--- src/rtl/wb_queue_if.sv ---
// Bundles the upper-pipeline handshake and register-file writeback signals of wb_queue.
// The slave modport is the queue's view; the master modport is the surrounding pipeline's view.
`ifndef PC_RANGE
`define PC_RANGE 31:0
`endif
`ifndef PREG_RANGE
`define PREG_RANGE 5:0
`endif
`ifndef CX_TYPE_RANGE
`define CX_TYPE_RANGE 2:0
`endif
`ifndef MULDIV_TYPE_RANGE
`define MULDIV_TYPE_RANGE 3:0
`endif
`ifndef RESULT_RANGE
`define RESULT_RANGE 63:0
`endif

interface wb_queue_if;
  logic                        instr_valid_from_upper;
  logic                        instr_ready_to_upper;
  logic [`PC_RANGE]            pc;
  logic [`PREG_RANGE]          prd;
  logic                        need_to_wb;
  logic                        is_load;
  logic [`CX_TYPE_RANGE]       cx_type;
  logic [`MULDIV_TYPE_RANGE]   muldiv_type;
  logic [`RESULT_RANGE]        alu_result;
  logic [`RESULT_RANGE]        bju_result;
  logic [`RESULT_RANGE]        muldiv_result;
  logic [`RESULT_RANGE]        opload_read_data_wb;
  logic                        flush_valid;
  logic                        wb_grant;
  logic                        wb_valid;
  logic [`PREG_RANGE]          wb_prd;
  logic [`RESULT_RANGE]        wb_data;
  logic [`PC_RANGE]            wb_pc;

  modport slave (
    input  instr_valid_from_upper, pc, prd, need_to_wb, is_load, cx_type, muldiv_type,
           alu_result, bju_result, muldiv_result, opload_read_data_wb, flush_valid, wb_grant,
    output instr_ready_to_upper, wb_valid, wb_prd, wb_data, wb_pc
  );

  modport master (
    output instr_valid_from_upper, pc, prd, need_to_wb, is_load, cx_type, muldiv_type,
           alu_result, bju_result, muldiv_result, opload_read_data_wb, flush_valid, wb_grant,
    input  instr_ready_to_upper, wb_valid, wb_prd, wb_data, wb_pc
  );
endinterface

--- src/rtl/wb_queue.sv ---
// Writeback queue: circular buffer between execute and the register-file write port.
// Optional macro WB_QUEUE_BYPASS_EN adds a same-cycle path from an empty queue to the write port.
module wb_queue #(
  parameter int DEPTH = 4
) (
  input logic       clock,
  input logic       reset,
  wb_queue_if.slave bus
);
  localparam int PW = (DEPTH > 1) ? $clog2(DEPTH) : 1;
  typedef logic [PW-1:0] ptr_t;
  typedef logic [PW:0]   cnt_t;
  localparam cnt_t FULL = cnt_t'(DEPTH);

  ptr_t wr_ptr;
  ptr_t rd_ptr;
  cnt_t count;

  logic [`PREG_RANGE]   prd_mem  [DEPTH];
  logic [`RESULT_RANGE] data_mem [DEPTH];
  logic [`PC_RANGE]     pc_mem   [DEPTH];

  logic [`RESULT_RANGE] sel_data;
  logic q_valid;
  logic in_fire;
  logic bypass;
  logic push;
  logic pop;

  always_comb begin
    // NOTE: a default before the priority chain keeps every path assigned, so no latch is inferred.
    sel_data = bus.alu_result;
    if (bus.is_load)                 sel_data = bus.opload_read_data_wb;
    else if (bus.cx_type != '0)      sel_data = bus.bju_result;
    else if (bus.muldiv_type != '0)  sel_data = bus.muldiv_result;
  end

  assign q_valid                  = (count != '0) & ~bus.flush_valid;
  assign bus.instr_ready_to_upper = (count != FULL) & ~bus.flush_valid;
  assign in_fire                  = bus.instr_valid_from_upper & bus.instr_ready_to_upper;

`ifdef WB_QUEUE_BYPASS_EN
  assign bypass      = (count == '0) & in_fire & bus.need_to_wb & bus.wb_grant & ~bus.flush_valid;
  assign bus.wb_valid = q_valid | bypass;
  assign bus.wb_prd   = bypass ? bus.prd : prd_mem[rd_ptr];
  assign bus.wb_data  = bypass ? sel_data : data_mem[rd_ptr];
  assign bus.wb_pc    = bypass ? bus.pc : pc_mem[rd_ptr];
`else
  assign bypass       = 1'b0;
  assign bus.wb_valid = q_valid;
  assign bus.wb_prd   = prd_mem[rd_ptr];
  assign bus.wb_data  = data_mem[rd_ptr];
  assign bus.wb_pc    = pc_mem[rd_ptr];
`endif

  // in_fire already excludes flush, so a flushing cycle never writes or retires an entry.
  assign push = in_fire & bus.need_to_wb & ~bypass;
  assign pop  = q_valid & bus.wb_grant;

  always_ff @(posedge clock or posedge reset) begin
    // NOTE: sequential state uses non-blocking assignments so every flop samples pre-edge values.
    if (reset) begin
      wr_ptr <= '0;
      rd_ptr <= '0;
      count  <= '0;
    end else if (bus.flush_valid) begin
      wr_ptr <= '0;
      rd_ptr <= '0;
      count  <= '0;
    end else begin
      if (push) wr_ptr <= wr_ptr + ptr_t'(1);
      if (pop)  rd_ptr <= rd_ptr + ptr_t'(1);
      case ({push, pop})
        2'b10:   count <= count + cnt_t'(1);
        2'b01:   count <= count - cnt_t'(1);
        default: count <= count;
      endcase
    end
  end

  // NOTE: payload storage has no reset; count and the pointers alone decide which entries are live.
  always_ff @(posedge clock) begin
    if (push) begin
      prd_mem[wr_ptr]  <= bus.prd;
      data_mem[wr_ptr] <= sel_data;
      pc_mem[wr_ptr]   <= bus.pc;
    end
  end
endmodule

--- src/flat_wrapper.sv ---
// flat-port wrapper written by rule: the top's interface ports become plain ports
module wb_queue_flat 
#(
  parameter int DEPTH = 4
)
  (clock, reset, bus_instr_valid_from_upper, bus_pc, bus_prd, bus_need_to_wb, bus_is_load, bus_cx_type, bus_muldiv_type, bus_alu_result, bus_bju_result, bus_muldiv_result, bus_opload_read_data_wb, bus_flush_valid, bus_wb_grant, bus_instr_ready_to_upper, bus_wb_valid, bus_wb_prd, bus_wb_data, bus_wb_pc);
  wb_queue_if bus_i ();
  input logic clock;
  input logic reset;
  input wire logic [$bits(bus_i.instr_valid_from_upper)-1:0] bus_instr_valid_from_upper;
  input wire logic [$bits(bus_i.pc)-1:0] bus_pc;
  input wire logic [$bits(bus_i.prd)-1:0] bus_prd;
  input wire logic [$bits(bus_i.need_to_wb)-1:0] bus_need_to_wb;
  input wire logic [$bits(bus_i.is_load)-1:0] bus_is_load;
  input wire logic [$bits(bus_i.cx_type)-1:0] bus_cx_type;
  input wire logic [$bits(bus_i.muldiv_type)-1:0] bus_muldiv_type;
  input wire logic [$bits(bus_i.alu_result)-1:0] bus_alu_result;
  input wire logic [$bits(bus_i.bju_result)-1:0] bus_bju_result;
  input wire logic [$bits(bus_i.muldiv_result)-1:0] bus_muldiv_result;
  input wire logic [$bits(bus_i.opload_read_data_wb)-1:0] bus_opload_read_data_wb;
  input wire logic [$bits(bus_i.flush_valid)-1:0] bus_flush_valid;
  input wire logic [$bits(bus_i.wb_grant)-1:0] bus_wb_grant;
  output wire logic [$bits(bus_i.instr_ready_to_upper)-1:0] bus_instr_ready_to_upper;
  output wire logic [$bits(bus_i.wb_valid)-1:0] bus_wb_valid;
  output wire logic [$bits(bus_i.wb_prd)-1:0] bus_wb_prd;
  output wire logic [$bits(bus_i.wb_data)-1:0] bus_wb_data;
  output wire logic [$bits(bus_i.wb_pc)-1:0] bus_wb_pc;
  assign bus_i.instr_valid_from_upper = bus_instr_valid_from_upper;
  assign bus_i.pc = bus_pc;
  assign bus_i.prd = bus_prd;
  assign bus_i.need_to_wb = bus_need_to_wb;
  assign bus_i.is_load = bus_is_load;
  assign bus_i.cx_type = bus_cx_type;
  assign bus_i.muldiv_type = bus_muldiv_type;
  assign bus_i.alu_result = bus_alu_result;
  assign bus_i.bju_result = bus_bju_result;
  assign bus_i.muldiv_result = bus_muldiv_result;
  assign bus_i.opload_read_data_wb = bus_opload_read_data_wb;
  assign bus_i.flush_valid = bus_flush_valid;
  assign bus_i.wb_grant = bus_wb_grant;
  assign bus_instr_ready_to_upper = bus_i.instr_ready_to_upper;
  assign bus_wb_valid = bus_i.wb_valid;
  assign bus_wb_prd = bus_i.wb_prd;
  assign bus_wb_data = bus_i.wb_data;
  assign bus_wb_pc = bus_i.wb_pc;
  wb_queue #(.DEPTH(DEPTH)) u_core (.clock(clock), .reset(reset), .bus(bus_i));
endmodule
--- config.mk ---
export PLATFORM = sky130hd
export DESIGN_NAME = wb_queue_flat
export DESIGN_NICKNAME = d
export VERILOG_FILES = /design/src/rtl/wb_queue_if.sv /design/src/rtl/wb_queue.sv /design/src/flat_wrapper.sv
export SDC_FILE = /design/constraint.sdc
export NUM_CORES = 1
export LEC_CHECK = 0
export BUFFER_PORTS_ARGS = -buffer_cell sky130_fd_sc_hd__buf_4
export CAP_MARGIN = 20
export CELL_PAD_IN_SITES_DETAIL_PLACEMENT = 1
export CELL_PAD_IN_SITES_GLOBAL_PLACEMENT = 2
export CORE_MARGIN = 5
export CORE_UTILIZATION = 40
export DETAILED_ROUTE_END_ITERATION = 16
export GPL_TIMING_DRIVEN = 0
export PLACE_DENSITY_LB_ADDON = 0.1
export SKIP_CTS_REPAIR_TIMING = 1
export SYNTH_ARGS = -nofsm -noshare
export SYNTH_HDL_FRONTEND = slang
export SYNTH_SLANG_ARGS = --single-unit
--- constraint.sdc ---
create_clock -name clock -period 9.1 [get_ports clock]
set_input_delay 1.82 -clock clock [delete_from_list [all_inputs] [get_ports clock]]
set_output_delay 1.82 -clock clock [all_outputs]
set_load 0.1 [all_outputs]
Word level (Yosys, flattened, before mapping)
Memories as Yosys holds them, arrays and structs flattened.
Cells that the tools add are included.
{"block": "totals", "memories": 3, "output_inout_bits": 104, "regBits": 7, "elab_cells": 36, "ram_bits": 408, "inputBits": 308}
{"block": "classes", "reduce_logical": 6, "n_eq_ne": 3, "bitwise_logic": 6, "mux": 11, "addsub": 4}
{"memory": "u_core.data_mem", "words": 4, "width": 64, "read_ports": 1, "rd_ports_with_merged_regs": 0, "write_ports": 1, "line": "wb_queue.sv:20", "text": "logic [`RESULT_RANGE] data_mem [DEPTH];"}
{"memory": "u_core.pc_mem", "words": 4, "width": 32, "read_ports": 1, "rd_ports_with_merged_regs": 0, "write_ports": 1, "line": "wb_queue.sv:21", "text": "logic [`PC_RANGE] pc_mem [DEPTH];"}
{"memory": "u_core.prd_mem", "words": 4, "width": 6, "read_ports": 1, "rd_ports_with_merged_regs": 0, "write_ports": 1, "line": "wb_queue.sv:19", "text": "logic [`PREG_RANGE] prd_mem [DEPTH];"}
{"op": "two-way mux 64 bit", "count": 3}
{"op": "nonzero test 3 bit", "count": 3}
{"op": "two-way mux 2 bit", "count": 4}
{"op": "case mux 3 bit (2 select lines)", "count": 1}
{"op": "bitwise AND 1 bit", "count": 5}
{"op": "adder 2 x 1 -> 2 bit (second input constant)", "count": 2}
{"op": "nonzero test 2 bit", "count": 2}
{"op": "nonzero test 4 bit", "count": 1}
{"op": "adder 3 x 1 -> 3 bit (second input constant)", "count": 1}
{"op": "two-way mux 3 bit", "count": 1}
{"op": "inequality test 3 bit (second input constant)", "count": 1}
{"op": "subtractor 3 x 1 -> 3 bit (second input constant)", "count": 1}
{"op": "== test 2 x 1 -> 1 bit (second input constant)", "count": 1}
{"op": "== test 2 bit (second input constant)", "count": 1}
{"op": "two-way mux 1 bit", "count": 2}
{"op": "NOT 1 bit", "count": 1}

Depth between registers and ports, before layout
Gate-level depths: netlist of run 1.
{"block": "depth", "word_depth": 7, "mapped_depth": 8}

Worst setup path before layout of run 1
No wires, ideal clock.
{"block": "synth_path", "path_type": "input to output", "startpoint": "in bus_flush_valid", "endpoint": "out bus_instr_ready_to_upper", "path_buffers": 1, "stages": 2, "path_slack_ns": 3.800, "t_arrival_ns": 3.480, "cell_sequence": "buf_1 a21oi_1"}
{"block": "synth_between", "elab_chain_cells": 2}
{"item": "from (decl)", "line": "flat_wrapper.sv:21", "text": "input wire logic [$bits(bus_i.flush_valid)-1:0] bus_flush_valid;"}
{"item": "NOT 1 bit", "line": "wb_queue.sv:39", "text": "assign bus.instr_ready_to_upper = (count != FULL) & ~bus.flush_valid;"}
{"item": "bitwise AND 1 bit", "line": "wb_queue.sv:39"}
{"item": "to (decl)", "line": "flat_wrapper.sv:23", "text": "output wire logic [$bits(bus_i.instr_ready_to_upper)-1:0] bus_instr_ready_to_upper;"}
No other way between the ends.

Worst setup path in the final report of run 1
{"block": "layout_path", "startpoint": "reg u_core.rd_ptr[1]", "endpoint": "out bus_wb_data[50]"}
{"block": "layout_between", "elab_chain_cells": 1}
{"item": "from (decl)", "line": "wb_queue.sv:16", "text": "ptr_t rd_ptr;"}
{"item": "from (signal assigned)", "line": "wb_queue.sv:72", "text": "if (pop) rd_ptr <= rd_ptr + ptr_t'(1);"}
{"item": "memory (4 x 64 bit)"}
{"item": "to (decl)", "line": "flat_wrapper.sv:26", "text": "output wire logic [$bits(bus_i.wb_data)-1:0] bus_wb_data;"}
No other way between the ends.

==> impl_metrics.ini, run 1 <==
[timing]
hold_viol = 0
period_share = 0.520
fin_worst_skew_ns = 0.0180
maxSlewHeadroom = 0.414
clock.fmax_mhz = 211
rsz0062_at_grt = false
tightestPinTransition_ns = 0.880
maxSlewViolCount = 0
fin_tns_setup_ns = 0
setup_slack_ns = 4.37
finalCriticalPeriod_ns = 4.73
setup_violations = 0

[power_and_ir_drop]
total_power_mw = 4.73
power_density_mw_per_mm2 = 207
swShare = 0.267
p_int_mw = 3.47
p_leak_nw = 8.53
clkPwrFrac = 0.382
p_seq_frac = 0.455
combPwrFrac = 0.163
p_sw_mw = 1.26
irDropWorstVdd_v = 0.000153

[run]
drv_cap = 0

[floorplanning]
die_area_mm2 = 0.0479
num_rows = 76
die_h_um = 219
die_x_um = 219
core_area_mm2 = 0.0431
start_util = 0.405
ios = 412

[logic_synthesis]
ys_seq_area_frac = 0.712
syn_inst = 959
synthFlopType = edfxtp_1
ys_warn_count = 0
synth_top_area_share = 0.702
avgSynthCellArea_um2 = 18.2
ys_seq_elements = 415
synth_edf_count = 408
yosysUniqueCellTypes = 40
synth_common_cells = 408 x edfxtp_1, 131 x nand2_1, 102 x mux4_2
synth_area_mm2 = 0.0175
yosys.area.top_type = edfxtp_1
yosysMostFrequentCell = edfxtp_1
synth_fp_nets = 1272
async_reset_ff_frac = 0.0169
synth_area_leaders = edfxtp_1 70%, mux4_2 13%, a311oi_1 3.2%, nand2_1 2.8%, a21o_1 2.8%

[worst_setup_path]
path_cells = buf_1 -> clkbuf_1 -> mux4_2 -> buf_4
required_ns = 7.28
worst_setup_path_end_kind = primary output
critPathSlowestCell = buf_1
reg2regPathDepth = 4
timing.rr.start = u_core.count[1]$_DFFE_PP0P_
max_stage_delay_ns = 0.62
path_class = reg -> out
r2r_slack_ns = 6.31
crit_buf_inv = 3
path_max_fanout = 10
reg2reg_to = u_core.data_mem[0][38]$_DFFE_PP_
cpLargestDelayFamily = buffers and inverters
arrival_ns = 2.91
worst_setup_path_start_kind = register

[drt]
via_per_inst = 5.25
detail-route-antenna-nets = 0
wire_per_inst_um = 25.1
drc_errors = 0
drt_iter0_markers = 727
first_pass_iters = 4
via_count = 10700
wirelength_um = 51200

[hold_path]
min_path_type = reg -> reg
hold_end = u_core.wr_ptr[0]$_DFFE_PP0P_
holdPathStages = 2
hp-start = u_core.wr_ptr[0]$_DFFE_PP0P_

[placed_design]
portBuffers = 408
post-place-ws_ns = 4.55
dpl.hpwl_um = 36800
globalplace.congestion = 0.811
dp_cells = 1959

[cells_and_area]
ff_latch_area_mm2 = 0.0124
fillCellCount = 4182
drive_gt1_frac = 0.433
fin_nets = 1734
final_util = 0.532
final_cell_count_no_fill = 2044
multi_input_area_mm2 = 0.00444
syn2layout_area_growth_pct = 31.3

[clocking]
cts_num_sinks = 415
clockBufferDepth = 3
clk_pin_slew_ns = 0.06
h-tree-depth = 2
numCtsBuffers = 45
cts_tree = yes
worstSkewPairLatency_ns = 0.57
cts-root-buf = clkbuf_16

[global_routing]
grt_pass1_wl_um = 75300
antenna_found_initial = 3
grtUsageTotal = 0.211
grt_max_degree = 54
overflow = 0
grt_pass1_vias = 12000

[outcome]
status = completed
==> cell usage in the layout, fill, tap and decap left out, types with 7 or more instances in the layout <==
| cell | netlist | final |
|---|---|---|
| a21o_1 | 64 | 64 |
| a311oi_1 | 64 | 64 |
| buf_1 | 8 | 8 |
| buf_2 | 15 | 15 |
| buf_4 | 0 | 408 |
| buf_6 | 14 | 14 |
| clkbuf_1 | 8 | 14 |
| clkbuf_16 | 0 | 46 |
| clkbuf_8 | 13 | 13 |
| clkinv_1 | 0 | 12 |
| clkinv_2 | 0 | 9 |
| dfrtp_1 | 7 | 7 |
| edfxtp_1 | 408 | 408 |
| mux4_2 | 102 | 102 |
| nand2_1 | 131 | 131 |
| nor2_1 | 70 | 70 |
==> routing by layer <==
metal / routed length [µm] / share of wire / up-vias / global-route usage
li1: - / - / 4807 / -
met1: 20600 / 0.40 / 5548 / 0.264
met2: 26600 / 0.52 / 301 / 0.370
met3: 3060 / 0.060 / 63 / 0.0509
met4: 969 / 0.019 / 2 / 0.0546
met5: 13 / 0.00025 / - / 0
==> logic make-up (layout without fill, tap and decap cells) <==
group,count (synthesis),count (layout),share of synthesized area
adders and majority gates,5,5,0.00402
buffers and inverters,71,569,0.0341
AOI/OAI and AO/OA,143,143,0.0654
other,0,2,0
DFF,415,415,0.712
xor gates and xnor gates,5,5,0.00251
muxes,102,102,0.132
and+or+nand+nor,218,218,0.0503
==> per-stage QoR <==
stage               cell area, µm²  hold slack, ns
finish                       22900           0.640
global route                 22900           0.681
CTS                          22900           0.645
detailed placement           21400           0.614
global placement             21200           0.595
floorplan                    17500           0.562
==> sequential cells by signal, summed over array words and instances (netlist names) <==
name and flops:
u_core.count 3, u_core.data_mem 256, u_core.pc_mem 128, u_core.prd_mem 24
u_core.rd_ptr 2, u_core.wr_ptr 2
==> power by group through the flow <==
| stage | Combinational (mW) | Sequential (mW) | Clock (mW) |
|---|---|---|---|
| 4_1_cts | 0.784 | 2.15 | 1.85 |
| 3_3_place_gp | 0.769 | 2.20 | 0 |
| 2_1_floorplan | 0.521 | 2.19 | 0 |
| 5_1_grt | 0.812 | 2.15 | 1.94 |
| 6_report | 0.774 | 2.15 | 1.81 |
| 3_5_place_dp | 0.782 | 2.19 | 0 |
==> how the worst max path moves through the flow <==
stage                                 startpoint  slack [ns]  cells after the start                          endpoint
floorplan                        bus_flush_valid        3.80                      2          bus_instr_ready_to_upper
detailed placement               bus_flush_valid        4.55                      4                      bus_wb_valid
CTS                 u_core.rd_ptr[0]$_DFFE_PP0P_        4.22                      5                   bus_wb_data[21]
global placement                  bus_need_to_wb        1.52                      4  u_core.data_mem[1][38]$_DFFE_PP_
global route        u_core.rd_ptr[0]$_DFFE_PP0P_        4.18                      5                   bus_wb_data[21]
finish              u_core.rd_ptr[1]$_DFFE_PP0P_        4.37                      4                   bus_wb_data[50]
==> area by class of cell <==
type,instances,area share
Antenna cell,2,0.000218
Buffer,67,0.0253
Clock buffer,52,0.0512
Clock inverter,31,0.0131
Inverter,4,0.000655
Multi-Input combinational cell,473,0.194
Sequential cell,415,0.542
Tap cell,585,0.0320
Timing Repair Buffer,415,0.141
==> worst min-delay path, stage by stage, from the launching register on <==
cell and delay [ns]:
dfrtp_1 0.42, xnor2_1 0.15, nor2_1 0.04
No activity file was read; power rests on OpenSTA's default activity.
==> run 2, diff against run 1 <==
--- a/config.mk
+++ b/config.mk
@@ -10,7 +10,7 @@
 export CELL_PAD_IN_SITES_DETAIL_PLACEMENT = 1
 export CELL_PAD_IN_SITES_GLOBAL_PLACEMENT = 2
 export CORE_MARGIN = 5
-export CORE_UTILIZATION = 40
+export CORE_UTILIZATION = 39
 export DETAILED_ROUTE_END_ITERATION = 16
 export GPL_TIMING_DRIVEN = 0
 export PLACE_DENSITY_LB_ADDON = 0.1
==> constraint.sdc (replaced) <==
create_clock -name clock -period 4.7 [get_ports clock]
set_input_delay 0.94 -clock clock [delete_from_list [all_inputs] [get_ports clock]]
set_output_delay 0.94 -clock clock [all_outputs]
set_load 0.1 [all_outputs]
==> run 2 against run 1 <==
Net effect: total power up 87%; clock skew up 0.0038 ns; final area down 0.60%; first-iteration DRC count down 29%; critical endpoint is now bus_wb_data[53]; sequential share of layout area up 0.33 points; flip-flop and latch count unchanged; sequential power up 94%; final cell count up 0.29%; largest cell class unchanged; count of clock-buffer cells in the layout up 4; non-clock buffer count unchanged.
==> impl_metrics.ini, run 2 (synthesized netlist as in run 1, its figures left out) <==
[drt]
wirelength_um = 50800
detail-route-antenna-nets = 0
met1_length_um = 20600
top_layer = met5
via_count = 10600
drt_iter0_markers = 518
drc_errors = 0
wire_per_inst_um = 24.8
wl_met3_um = 3620
first_pass_iters = 4
via_per_inst = 5.16
dr_wl_met2_um = 25600

[worst_setup_path]
r2r_slack_ns = 1.91
path_max_fanout = 10
arrival_ns = 2.95
worst_setup_path_end_kind = primary output
critPathSlowestCell = clkbuf_1
reg2regPathDepth = 4
timing.rr.start = u_core.count[1]$_DFFE_PP0P_
max_stage_delay_ns = 0.65
worst_setup_path_start_kind = register
path_class = reg -> out
required_ns = 3.76
reg2reg_to = u_core.data_mem[2][40]$_DFFE_PP_
path_cells = buf_1 -> clkbuf_1 -> mux4_2 -> buf_4
crit_start = u_core.rd_ptr[1]$_DFFE_PP0P_

[placed_design]
globalplace.congestion = 0.833
portBuffers = 408
dpl.hpwl_um = 36700
place_area_mm2 = 0.0214
dp_cells = 1966

[cells_and_area]
top_regs = u_core.data_mem x256, u_core.pc_mem x128, u_core.prd_mem x24
drive_gt1_frac = 0.428
fin_nets = 1734
fin_area_mm2 = 0.0228
layout_common_cells = 408 x buf_4, 408 x edfxtp_1, 131 x nand2_1
largest_reg_flops = 256
final_cell_count_no_fill = 2050
syn2layout_area_growth_pct = 30.5
fillCellCount = 4300
largest_register = u_core.data_mem

[clocking]
cts-root-buf = clkbuf_16
numCtsBuffers = 45
clockBufferDepth = 3
worstSkewPairLatency_ns = 0.56
clk_pin_slew_ns = 0.06
cts_tree = yes
h-tree-depth = 2
cts_num_sinks = 415

[timing]
setup_violations = 0
hold_ws_ns = 0.313
tightestPinTransition_ns = 0.872
maxSlewViolCount = 0
maxSlewHeadroom = 0.419
hold_viol = 0
clock.fmax_mhz = 257
fin_worst_skew_ns = 0.0218
finalCriticalPeriod_ns = 3.89
rsz0062_at_grt = false
period_share = 0.827

[power_and_ir_drop]
p_leak_nw = 8.45
irDropWorstVdd_v = 0.000216
total_power_mw = 8.84
power_density_mw_per_mm2 = 388

[floorplanning]
core_area_mm2 = 0.0442
die_x_um = 222
die_h_um = 222
ios = 412
die_area_mm2 = 0.0491
start_util = 0.395
num_rows = 77

[global_routing]
overflow = 0
grtUsageTotal = 0.203
grt_pass1_vias = 11800
antenna_found_initial = 7
grt_max_degree = 54
grt_pass1_wl_um = 75800

[hold_path]
min_path_type = in -> async

[run]
drv_cap = 0

[outcome]
status = completed
run 2: cell types whose count changed in the layout (fill, tap and decap cells not counted), sizes merged:
cell | previous run | this run
clkinv | 23 | 17
diode | 2 | 5
inv | 5 | 7
bufinv | 5 | 1
clkbuf | 73 | 77
run 2: metrics by stage:
stage                     TNS (ns)  worst slack, ns  utilization
after floorplan                  0            0.318            -
after global placement     -810.92            -2.01        0.481
after detailed placement         0             1.26        0.485
after CTS                        0            0.668        0.515
after global routing             0            0.641        0.515
final                            0            0.812        0.515
run 2: worst max path at each step:
stage                                             endpoint
after CTS                                  bus_wb_data[53]
after global routing                       bus_wb_data[53]
after detailed placement  u_core.data_mem[2][41]$_DFFE_PP_
after global placement    u_core.data_mem[3][41]$_DFFE_PP_
final                                      bus_wb_data[53]
after floorplan            u_core.data_mem[1][0]$_DFFE_PP_
run 2: metal layers:
layer	up-vias	global-route usage
met5	-	0
met4	4	0.0535
met3	59	0.0624
met2	323	0.341
met1	5384	0.259
li1	4801	-
run 2: area by class of cell:
cell class | count | area [µm²] | area share
repair buffers | 415 | 3240 | 0.142
inverters | 4 | 15.0 | 0.000659
clock inverters | 23 | 145 | 0.00637
diodes | 5 | 12.5 | 0.000550
well taps | 592 | 741 | 0.0325
flip-flops and latches | 415 | 12400 | 0.546
multi-input cells | 473 | 4440 | 0.195
clock buffers | 56 | 1170 | 0.0513
plain buffers | 67 | 579 | 0.0254
run 2: power by group:
part / internal [mW] / leakage, nW / switching, mW / total, mW
Sequential: 4.15 / 3.79 / 0.0148 / 4.17
Clock: 1.81 / 0.634 / 1.37 / 3.18
Combinational: 0.495 / 4.02 / 0.999 / 1.49
Total: 6.46 / 8.45 / 2.39 / 8.84
run 2: critical path, delay by kind of cell (launching register included):
family	cells	cell delay, ns
buf+inv	3	1.54
mux	1	0.44
flops	1	0.39
